File: src/rtl/exhaustive_sweep_ctrl.sv
// Exhaustive input-sweep sequencer: applies every N_IN-bit vector, samples the unit output, scores it against EXP_TT.
// Optional macro SWEEP_GRAY_EN switches the application order from binary to reflected Gray code.
module exhaustive_sweep_ctrl #(
    parameter int unsigned           N_IN   = 3,
    parameter int unsigned           SETTLE = 2,
    parameter logic [(2**N_IN)-1:0]  EXP_TT = 8'hE8
) (
    input  logic            clk,
    input  logic            rst_n,
    input  logic            start,
    input  logic            abort,
    input  logic            dut_out,
    output logic [N_IN-1:0] dut_in,
    output logic            busy,
    output logic            done,
    output logic            pass,
    output logic [N_IN:0]   err_cnt,
    output logic [N_IN-1:0] first_fail,
    output logic            first_fail_vld
);

    typedef enum logic [1:0] {
        ST_IDLE   = 2'd0,
        ST_SETTLE = 2'd1,
        ST_SAMPLE = 2'd2,
        ST_DONE   = 2'd3
    } state_t;

    localparam logic [N_IN-1:0] IDX_LAST = {N_IN{1'b1}};
    localparam logic [7:0]      CNT_LAST = 8'(SETTLE - 1);

    state_t          state_r, state_s;
    logic [N_IN-1:0] idx_r, idx_s;
    logic [7:0]      cnt_r, cnt_s;
    logic [N_IN-1:0] dut_in_r, dut_in_s;
    logic            busy_r, busy_s;
    logic            done_r, done_s;
    logic            pass_r, pass_s;
    logic [N_IN:0]   err_cnt_r, err_cnt_s;
    logic [N_IN-1:0] first_fail_r, first_fail_s;
    logic            first_fail_vld_r, first_fail_vld_s;
    logic            mismatch_s;

    // Sweep position to applied vector; the index always counts in binary.
    function automatic logic [N_IN-1:0] idx_to_vec(input logic [N_IN-1:0] idx);
`ifdef SWEEP_GRAY_EN
        return idx ^ (idx >> 1);
`else
        return idx;
`endif
    endfunction

    assign mismatch_s = (dut_out != EXP_TT[dut_in_r]);

    // Next-state and next-output logic of the sweep FSM.
    always_comb begin
        state_s          = state_r;
        idx_s            = idx_r;
        cnt_s            = cnt_r;
        dut_in_s         = dut_in_r;
        busy_s           = 1'b0;
        done_s           = 1'b0;
        pass_s           = pass_r;
        err_cnt_s        = err_cnt_r;
        first_fail_s     = first_fail_r;
        first_fail_vld_s = first_fail_vld_r;
        case (state_r)
            ST_IDLE: begin
                if (start && !abort) begin
                    state_s          = ST_SETTLE;
                    idx_s            = {N_IN{1'b0}};
                    cnt_s            = 8'd0;
                    dut_in_s         = idx_to_vec({N_IN{1'b0}});
                    err_cnt_s        = {(N_IN+1){1'b0}};
                    first_fail_s     = {N_IN{1'b0}};
                    first_fail_vld_s = 1'b0;
                    pass_s           = 1'b0;
                    busy_s           = 1'b1;
                end else begin
                    state_s = ST_IDLE;
                end
            end
            ST_SETTLE: begin
                if (abort) begin
                    state_s  = ST_IDLE;
                    idx_s    = {N_IN{1'b0}};
                    cnt_s    = 8'd0;
                    dut_in_s = {N_IN{1'b0}};
                    pass_s   = 1'b0;
                end else if (cnt_r == CNT_LAST) begin
                    state_s = ST_SAMPLE;
                    busy_s  = 1'b1;
                end else begin
                    cnt_s  = cnt_r + 8'd1;
                    busy_s = 1'b1;
                end
            end
            ST_SAMPLE: begin
                if (abort) begin
                    // Abort discards this cycle's sample entirely.
                    state_s  = ST_IDLE;
                    idx_s    = {N_IN{1'b0}};
                    cnt_s    = 8'd0;
                    dut_in_s = {N_IN{1'b0}};
                    pass_s   = 1'b0;
                end else begin
                    if (mismatch_s) begin
                        err_cnt_s = err_cnt_r + (N_IN+1)'(1);
                        if (!first_fail_vld_r) begin
                            first_fail_s     = dut_in_r;
                            first_fail_vld_s = 1'b1;
                        end else begin
                            first_fail_s     = first_fail_r;
                        end
                    end else begin
                        err_cnt_s = err_cnt_r;
                    end
                    if (idx_r == IDX_LAST) begin
                        state_s = ST_DONE;
                        done_s  = 1'b1;
                        pass_s  = (err_cnt_s == {(N_IN+1){1'b0}});
                    end else begin
                        state_s  = ST_SETTLE;
                        idx_s    = idx_r + N_IN'(1);
                        dut_in_s = idx_to_vec(idx_r + N_IN'(1));
                        cnt_s    = 8'd0;
                        busy_s   = 1'b1;
                    end
                end
            end
            ST_DONE: begin
                state_s = ST_IDLE;
            end
            default: begin
                state_s = ST_IDLE;
            end
        endcase
    end

    // State and output registers.
    always_ff @(posedge clk or negedge rst_n) begin
        if (!rst_n) begin
            state_r          <= ST_IDLE;
            idx_r            <= {N_IN{1'b0}};
            cnt_r            <= 8'd0;
            dut_in_r         <= {N_IN{1'b0}};
            busy_r           <= 1'b0;
            done_r           <= 1'b0;
            pass_r           <= 1'b0;
            err_cnt_r        <= {(N_IN+1){1'b0}};
            first_fail_r     <= {N_IN{1'b0}};
            first_fail_vld_r <= 1'b0;
        end else begin
            state_r          <= state_s;
            idx_r            <= idx_s;
            cnt_r            <= cnt_s;
            dut_in_r         <= dut_in_s;
            busy_r           <= busy_s;
            done_r           <= done_s;
            pass_r           <= pass_s;
            err_cnt_r        <= err_cnt_s;
            first_fail_r     <= first_fail_s;
            first_fail_vld_r <= first_fail_vld_s;
        end
    end

    assign dut_in         = dut_in_r;
    assign busy           = busy_r;
    assign done           = done_r;
    assign pass           = pass_r;
    assign err_cnt        = err_cnt_r;
    assign first_fail     = first_fail_r;
    assign first_fail_vld = first_fail_vld_r;

endmodule

File: config.mk
export PLATFORM = sky130hd
export DESIGN_NAME = exhaustive_sweep_ctrl
export DESIGN_NICKNAME = d
export VERILOG_FILES = /design/src/rtl/exhaustive_sweep_ctrl.sv
export SDC_FILE = /design/constraint.sdc
export NUM_CORES = 1
export LEC_CHECK = 0
export ABC_CLOCK_PERIOD_IN_PS = 4400
export CORE_ASPECT_RATIO = 0.6
export CORE_MARGIN = 8
export CORE_UTILIZATION = 42
export DETAILED_ROUTE_END_ITERATION = 10
export REMOVE_ABC_BUFFERS = 1
export SETUP_SLACK_MARGIN = 0.5
export SKIP_LAST_GASP = 1
export SLEW_MARGIN = 20
export SYNTH_ARGS = -nofsm -noshare
export SYNTH_HDL_FRONTEND = slang
export SYNTH_SLANG_ARGS = --single-unit
File: constraint.sdc
create_clock -name clk -period 4.4 [get_ports clk]
set_clock_uncertainty 0.15 [all_clocks]
set_input_delay 0.88 -clock clk [delete_from_list [all_inputs] [get_ports clk]]
set_output_delay 0.88 -clock clk [all_outputs]
set_load 0.005 [all_outputs]
Word-level counts from Yosys, hierarchy flattened
Memories as Yosys holds them, arrays and structs flattened.
Index checks and enable logic that the tools add are counted.
{"block": "classes", "n_reduce_logical": 12, "div_mod_pow": 0, "add_sub_neg": 3, "shift": 0, "mul": 0, "eq_ne": 15, "mux": 44, "order_cmp": 1, "bitwise": 0}
{"cell": "8-bit two-way mux", "n": 5}
{"cell": "8-bit one-hot mux with 3 select lines", "n": 1}
{"cell": "3-bit two-way mux", "n": 7}
{"cell": "4-bit two-way mux", "n": 5}
{"cell": "4-bit AND reduction", "n": 4}
{"cell": "1-bit two-way mux", "n": 15}
{"cell": "3-bit != test (second input constant)", "n": 4}
{"cell": "2-bit != test (second input constant)", "n": 5}
{"cell": "3-bit one-hot mux with 3 select lines", "n": 1}
{"cell": "8-bit by 1-bit adder with 8-bit output (second input constant)", "n": 1}
{"cell": "8-bit by 1-bit equality test with 1-bit output (second input constant)", "n": 1}
{"cell": "2-bit two-way mux", "n": 4}
{"cell": "2-bit one-hot mux with 4 select lines", "n": 1}
{"cell": "4-bit one-hot mux with 2 select lines", "n": 1}
{"cell": "1-bit one-hot mux with 3 select lines", "n": 2}
{"cell": "3-bit one-hot mux with 2 select lines", "n": 1}
{"cell": "5-bit AND reduction", "n": 1}
{"cell": "4-bit by 1-bit adder with 4-bit output (second input constant)", "n": 1}
{"cell": "2-bit equality test (second input constant)", "n": 2}
{"cell": "4-bit zero test", "n": 1}
{"cell": "3-bit by 4-bit less-than comparator with 1-bit output (second input constant)", "n": 1}
{"cell": "3-bit by 1-bit adder with 3-bit output (second input constant)", "n": 1}
{"cell": "3-bit equality test (second input constant)", "n": 1}
{"cell": "3-bit AND reduction", "n": 1}
{"cell": "8 further kinds", "n": 8}
{"block": "word_totals", "memories": 1, "reg_bits": 24, "mem_bits_rw": 0, "word_cells": 85, "latchBits": 0, "in_bits": 5, "out_inout_bits": 14, "mem_bits_ro": 8}
{"memory": "(no name shown)", "depth": 8, "word_bits": 1, "read_ports": 1, "rd_ports_with_merged_regs": 0, "wr": 0, "line": "53", "text": "assign mismatch_s = (dut_out != EXP_TT[dut_in_r]);"}

Logic depth before layout (Yosys ltp)
{"block": "logic_depth", "depth_word": 10, "depth_mapped": 7, "ltp_nobuf": 7}

Least setup slack after synthesis
Ideal clock, no wire load.
{"block": "synth_timing", "kind": "input -> register", "start": "in abort", "end": "reg dut_in_r[0] (netlist: dut_in[0])", "t_arrival_ns": 1.918, "t_required_ns": 4.125, "n_path_buf": 2, "path_stages": 7, "path_slack_ns": 2.207, "setup_ns": 0.125, "path_cell_list": "buf_6 > nor2b_2 > or3_1 > buf_2 > nand2_1 > or2_2 > mux2_2"}
{"block": "synth_between", "elab_chain_len": 4, "elab_cells_between_ends": 8, "cone_classes": "eq/ne (3); mux (2); reduce/logical (3)"}
{"element": "start, declared", "line": "11", "text": "input logic abort,"}
{"element": "1-bit zero test", "line": "69", "text": "if (start && !abort) begin"}
{"element": "1-bit logical AND", "line": "69"}
{"element": "2-bit != test (no source line)"}
{"element": "4-bit AND reduction (no source line)"}
{"element": "end signal, assigned", "line": "146", "text": "dut_in_r <= {N_IN{1'b0}};"}
{"element": "end signal, assigned", "line": "157", "text": "dut_in_r <= dut_in_s;"}
{"element": "end, declared", "line": "35", "text": "logic [N_IN-1:0] dut_in_r, dut_in_s;"}
Parallel ways exist; a longest one is shown, timed or not.
A chain may end at the register's enable or synchronous reset.

Final worst setup path
{"block": "layout_timing", "start": "in abort", "end": "reg first_fail_r[1] (netlist: first_fail[1])"}
{"block": "layout_between", "elab_chain_len": 4, "elab_cells_between_ends": 5, "cone_classes": "eq/ne (2); reduce/logical (3)"}
{"element": "1-bit zero test", "line": "69"}
{"element": "1-bit logical AND", "line": "69"}
{"element": "2-bit != test (no source line)"}
{"element": "5-bit AND reduction (no source line) (*)"}
{"element": "end signal, assigned", "line": "151", "text": "first_fail_r <= {N_IN{1'b0}};"}
{"element": "end signal, assigned", "line": "162", "text": "first_fail_r <= first_fail_s;"}
{"element": "end, declared", "line": "40", "text": "logic [N_IN-1:0] first_fail_r, first_fail_s;"}
Mark *: on every way between the ends. The rest lies on a longest branch, timed or not.

==> flow_summary.ini <==
[timing]
fmax_mhz = 392.7
final_hold_viol_count = 0
totalNegativeSetupSlack_ps = 0
worst_slew_margin_rel_pct = 63.82
timing.final.crit_period_ps = 2547
rsz_0062_raised_after_global_routing = false
setup_viol_count_final = 0
min_period_over_period_pct = 57.88
timing_worst_slew_pin_value_ps = 538.6
final_number_of_max_transition_violations = 0

[floorplanning]
dieArea_um2 = 5313
die_height_um = 59.76
pin_count = 19
core.rowCount = 16
area_of_the_core_um2 = 3143
floorplan.initialDensity_pct = 42.64
die_span_in_x_um = 88.92

[cts]
cts_sinks = 24
clkSlewWorstSetupHoldPaths_ps = 90
worstSkewPairLatency_ps = 270
cts.root.buffer_cell = clkbuf_8
post_cts_buffers = 0
cts_inserted_buffers = 3
cts-htree-levels = 1
postCtsResizedCells = 0
cts-root-to-sink-buffers = 2
tritoncts = done
holdBufCountCts = 0

[critical_path]
data_required_time_of_the_worst_path_ps = 4400
criticalPathCategory = in2reg
critical_path_buf_inv_count = 1
arrival_ps = 2550
setup.worst_path.end_class = flop
critPathSlowestCell = clkdlybuf4s50_1
critical_path.startpoint_type = input pin
slowest_delay_ps = 560
crit_family = compound AO/OA/AOI/OAI gates
critical_path.cell_chain = clkdlybuf4s50_1, nor3_1, o21ai_0, a32o_1
crit_path_max_fo = 9

[logic_synthesis]
ys_warn_count = 0
yosys_register_bits = 24
synthesis.area_per_instance_um2 = 9.641
netlist_area_um2 = 1340
synthesis.instances = 139
synth_seq_area_share_pct = 44.82
synth.distinct_cells = 40

[placed_design]
dpl.hpwl_um = 2203
placed_cells_incl_taps = 198
routability_congestion_estimate = 0.8202
io_buffer_count = 18

[final_layout]
drive_gt1_share_pct = 12.10
num-nets-final = 169
num_antenna_cells = 0
final_cells = 202
layout.filler_cells = 290
syn_to_final_growth_pct = 20.63

[detailed_routing]
detail_route.first_pass.iterations = 5
drt-total-wl_um = 2912
post_drt_via_cell_ratio = 5.248
drt_iter0_drc = 103
drc = 0
detailroute.via_count = 1060
wl_per_cell_um = 14.42
number_of_routed_nets_with_antenna_violations = 0

[grt]
grt_use_total_pct = 11.87
grt_max_degree = 25
antenna_found_initial = 0
first_pass_grt_wire_length_um = 4726
vias_in_the_first_global_route = 967
global_route.overflow_total = 0

[power_and_ir_drop]
static_leakage_nw = 0.7337
share_comb_of_total_power_pct = 18.3
power-per-cell-area_nw_per_um2 = 346.4
power_frac_seq_pct = 47.3
vdd_drop_max_mv = 0.1750
switchingPower_w = 0.0001586
intPower_w = 0.0004013
sw_frac_of_total_pct = 28.33
clkPwrFrac_pct = 34.4

[job]
max_cap_violations = 0

[status]
run_status = complete, no violations

[hold_path]
min-delay-path-class = reg2reg
cells in the final DEF, fill, tap and decap left out, types with 2 or more instances in the layout:
master           count
mux2_2               2
a21oi_1              3
o21ai_0              9
ha_1                 6
nand4_1              2
and2_1               2
mux2i_1              2
xor2_1               5
a21o_1               2
dfrtp_1             24
o31ai_1              2
a31oi_1              2
clkdlybuf4s50_1     17
clkbuf_8             3
inv_1                7
nand2_1             12
and3_1               4
a32o_1               3
nor3b_1              2
or3_1                2
or2_2                3
nor2b_1              2
nand3_1              4
nor2_1              17
a22o_1               3
through the flow:
| stage | hold WS (ps) | area, um^2 | setup slack [ps] | total power [W] | utilization [%] |
|---|---|---|---|---|---|
| after floorplan | 296.4 | 1314 | 2331 | 0.0003263 | - |
| after global placement | 325.5 | 1550 | 1606 | 0.0003698 | 49.32 |
| after detailed placement | 329.1 | 1550 | 1577 | 0.0003725 | 49.32 |
| after CTS | 343.2 | 1622 | 1861 | 0.0005655 | 51.59 |
| after global routing | 356.6 | 1617 | 1723 | 0.0005908 | 51.43 |
| final | 346.2 | 1617 | 1854 | 0.0005599 | 51.43 |
power by group through the flow:
stage | Clock, W | Sequential (W) | Combinational (W)
6_report | 0.000193 | 0.000265 | 0.000103
4_1_cts | 0.000197 | 0.000264 | 0.000105
3_3_place_gp | 0 | 0.000267 | 0.000103
5_1_grt | 0.000204 | 0.000269 | 0.000118
2_1_floorplan | 0 | 0.000261 | 0.0000657
3_5_place_dp | 0 | 0.000268 | 0.000105
cells in the mapped netlist:
| master | instances | area share (%) |
|---|---|---|
| a21bo_2 | 1 | 0.75 |
| mux2i_1 | 2 | 1.5 |
| or2_2 | 3 | 1.4 |
| inv_1 | 7 | 2.0 |
| nor2_1 | 17 | 4.8 |
| mux2_2 | 2 | 1.7 |
| ha_1 | 6 | 5.6 |
| a21o_1 | 2 | 1.1 |
| or3_1 | 2 | 0.93 |
| nor4_1 | 1 | 0.47 |
| a31oi_1 | 2 | 0.93 |
| a21boi_2 | 1 | 0.84 |
| nand2_1 | 12 | 3.4 |
| dfrtp_1 | 24 | 45 |
| nand3_2 | 1 | 0.75 |
| nand2_2 | 1 | 0.47 |
| nor2b_1 | 2 | 0.93 |
| nor2b_2 | 1 | 0.65 |
| and2_1 | 2 | 0.93 |
| or3_4 | 1 | 0.84 |
| buf_2 | 3 | 1.1 |
| nor3_1 | 1 | 0.37 |
| o32ai_2 | 1 | 1.2 |
| nand4_1 | 2 | 0.93 |
| nand2b_1 | 1 | 0.47 |
| nand3_1 | 4 | 1.5 |
| nor3b_1 | 2 | 1.1 |
| a32o_1 | 3 | 2.2 |
| a21oi_2 | 1 | 0.65 |
| a211oi_1 | 1 | 0.56 |
| o21ai_2 | 1 | 0.65 |
| o21ai_0 | 9 | 3.4 |
| and3_1 | 4 | 1.9 |
| o21ai_1 | 1 | 0.37 |
| xor2_1 | 5 | 3.3 |
| o31ai_1 | 2 | 1.1 |
| nand3b_1 | 1 | 0.56 |
| buf_6 | 1 | 0.84 |
| a22o_1 | 3 | 2.0 |
| a21oi_1 | 3 | 1.1 |
state kept, by name (all words and copies together), names as in the netlist:
signal	flops
busy	1
first_fail	3
pass	1
cnt_r	8
first_fail_vld	1
state_r	2
err_cnt	4
done	1
dut_in	3
routing by layer:
| layer | GRT usage [%] | vias up | wire [um] |
|---|---|---|---|
| met5 | 0 | - | 0 |
| met1 | 17.26 | 492 | 1521 |
| met3 | 3.704 | 4 | 253 |
| met4 | 4.296 | 0 | 47 |
| met2 | 15.55 | 42 | 1090 |
| li1 | - | 522 | - |
final timing paths:
check                          start              to  slack [ps]  cells past startpoint
setup / recovery               abort   first_fail[1]        1850                      4
hold / removal              cnt_r[7]        cnt_r[7]         350                      1
setup reg to reg           dut_in[1]       dut_in[0]        2190                      7
hold reg to reg             cnt_r[7]        cnt_r[7]         350                      1
max in group asynchronous      rst_n       dut_in[2]        3310                      1
min in group asynchronous      rst_n  first_fail_vld         430                      1
final cells by class:
class	count	area, um^2	area share (%)
clock buffers	3	41.29	2.554
inverters	7	26.28	1.625
well taps	45	56.30	3.483
repair buffers	18	175.2	10.84
multi-input cells	104	686.9	42.49
clock inverters	1	30.03	1.858
flip-flops and latches	24	600.6	37.15
logic make-up (layout without fill, tap and decap cells):
| group | Yosys count | after routing | share of synthesized area (%) |
|---|---|---|---|
| flops | 24 | 24 | 44.82 |
| fa+ha+maj | 6 | 6 | 5.602 |
| simple gates | 58 | 58 | 22.32 |
| xor+xnor | 5 | 5 | 3.268 |
| compound gates | 31 | 31 | 16.90 |
| mux | 4 | 4 | 3.175 |
| buf+inv | 11 | 29 | 3.922 |
(Power assumes the default switching activity.)
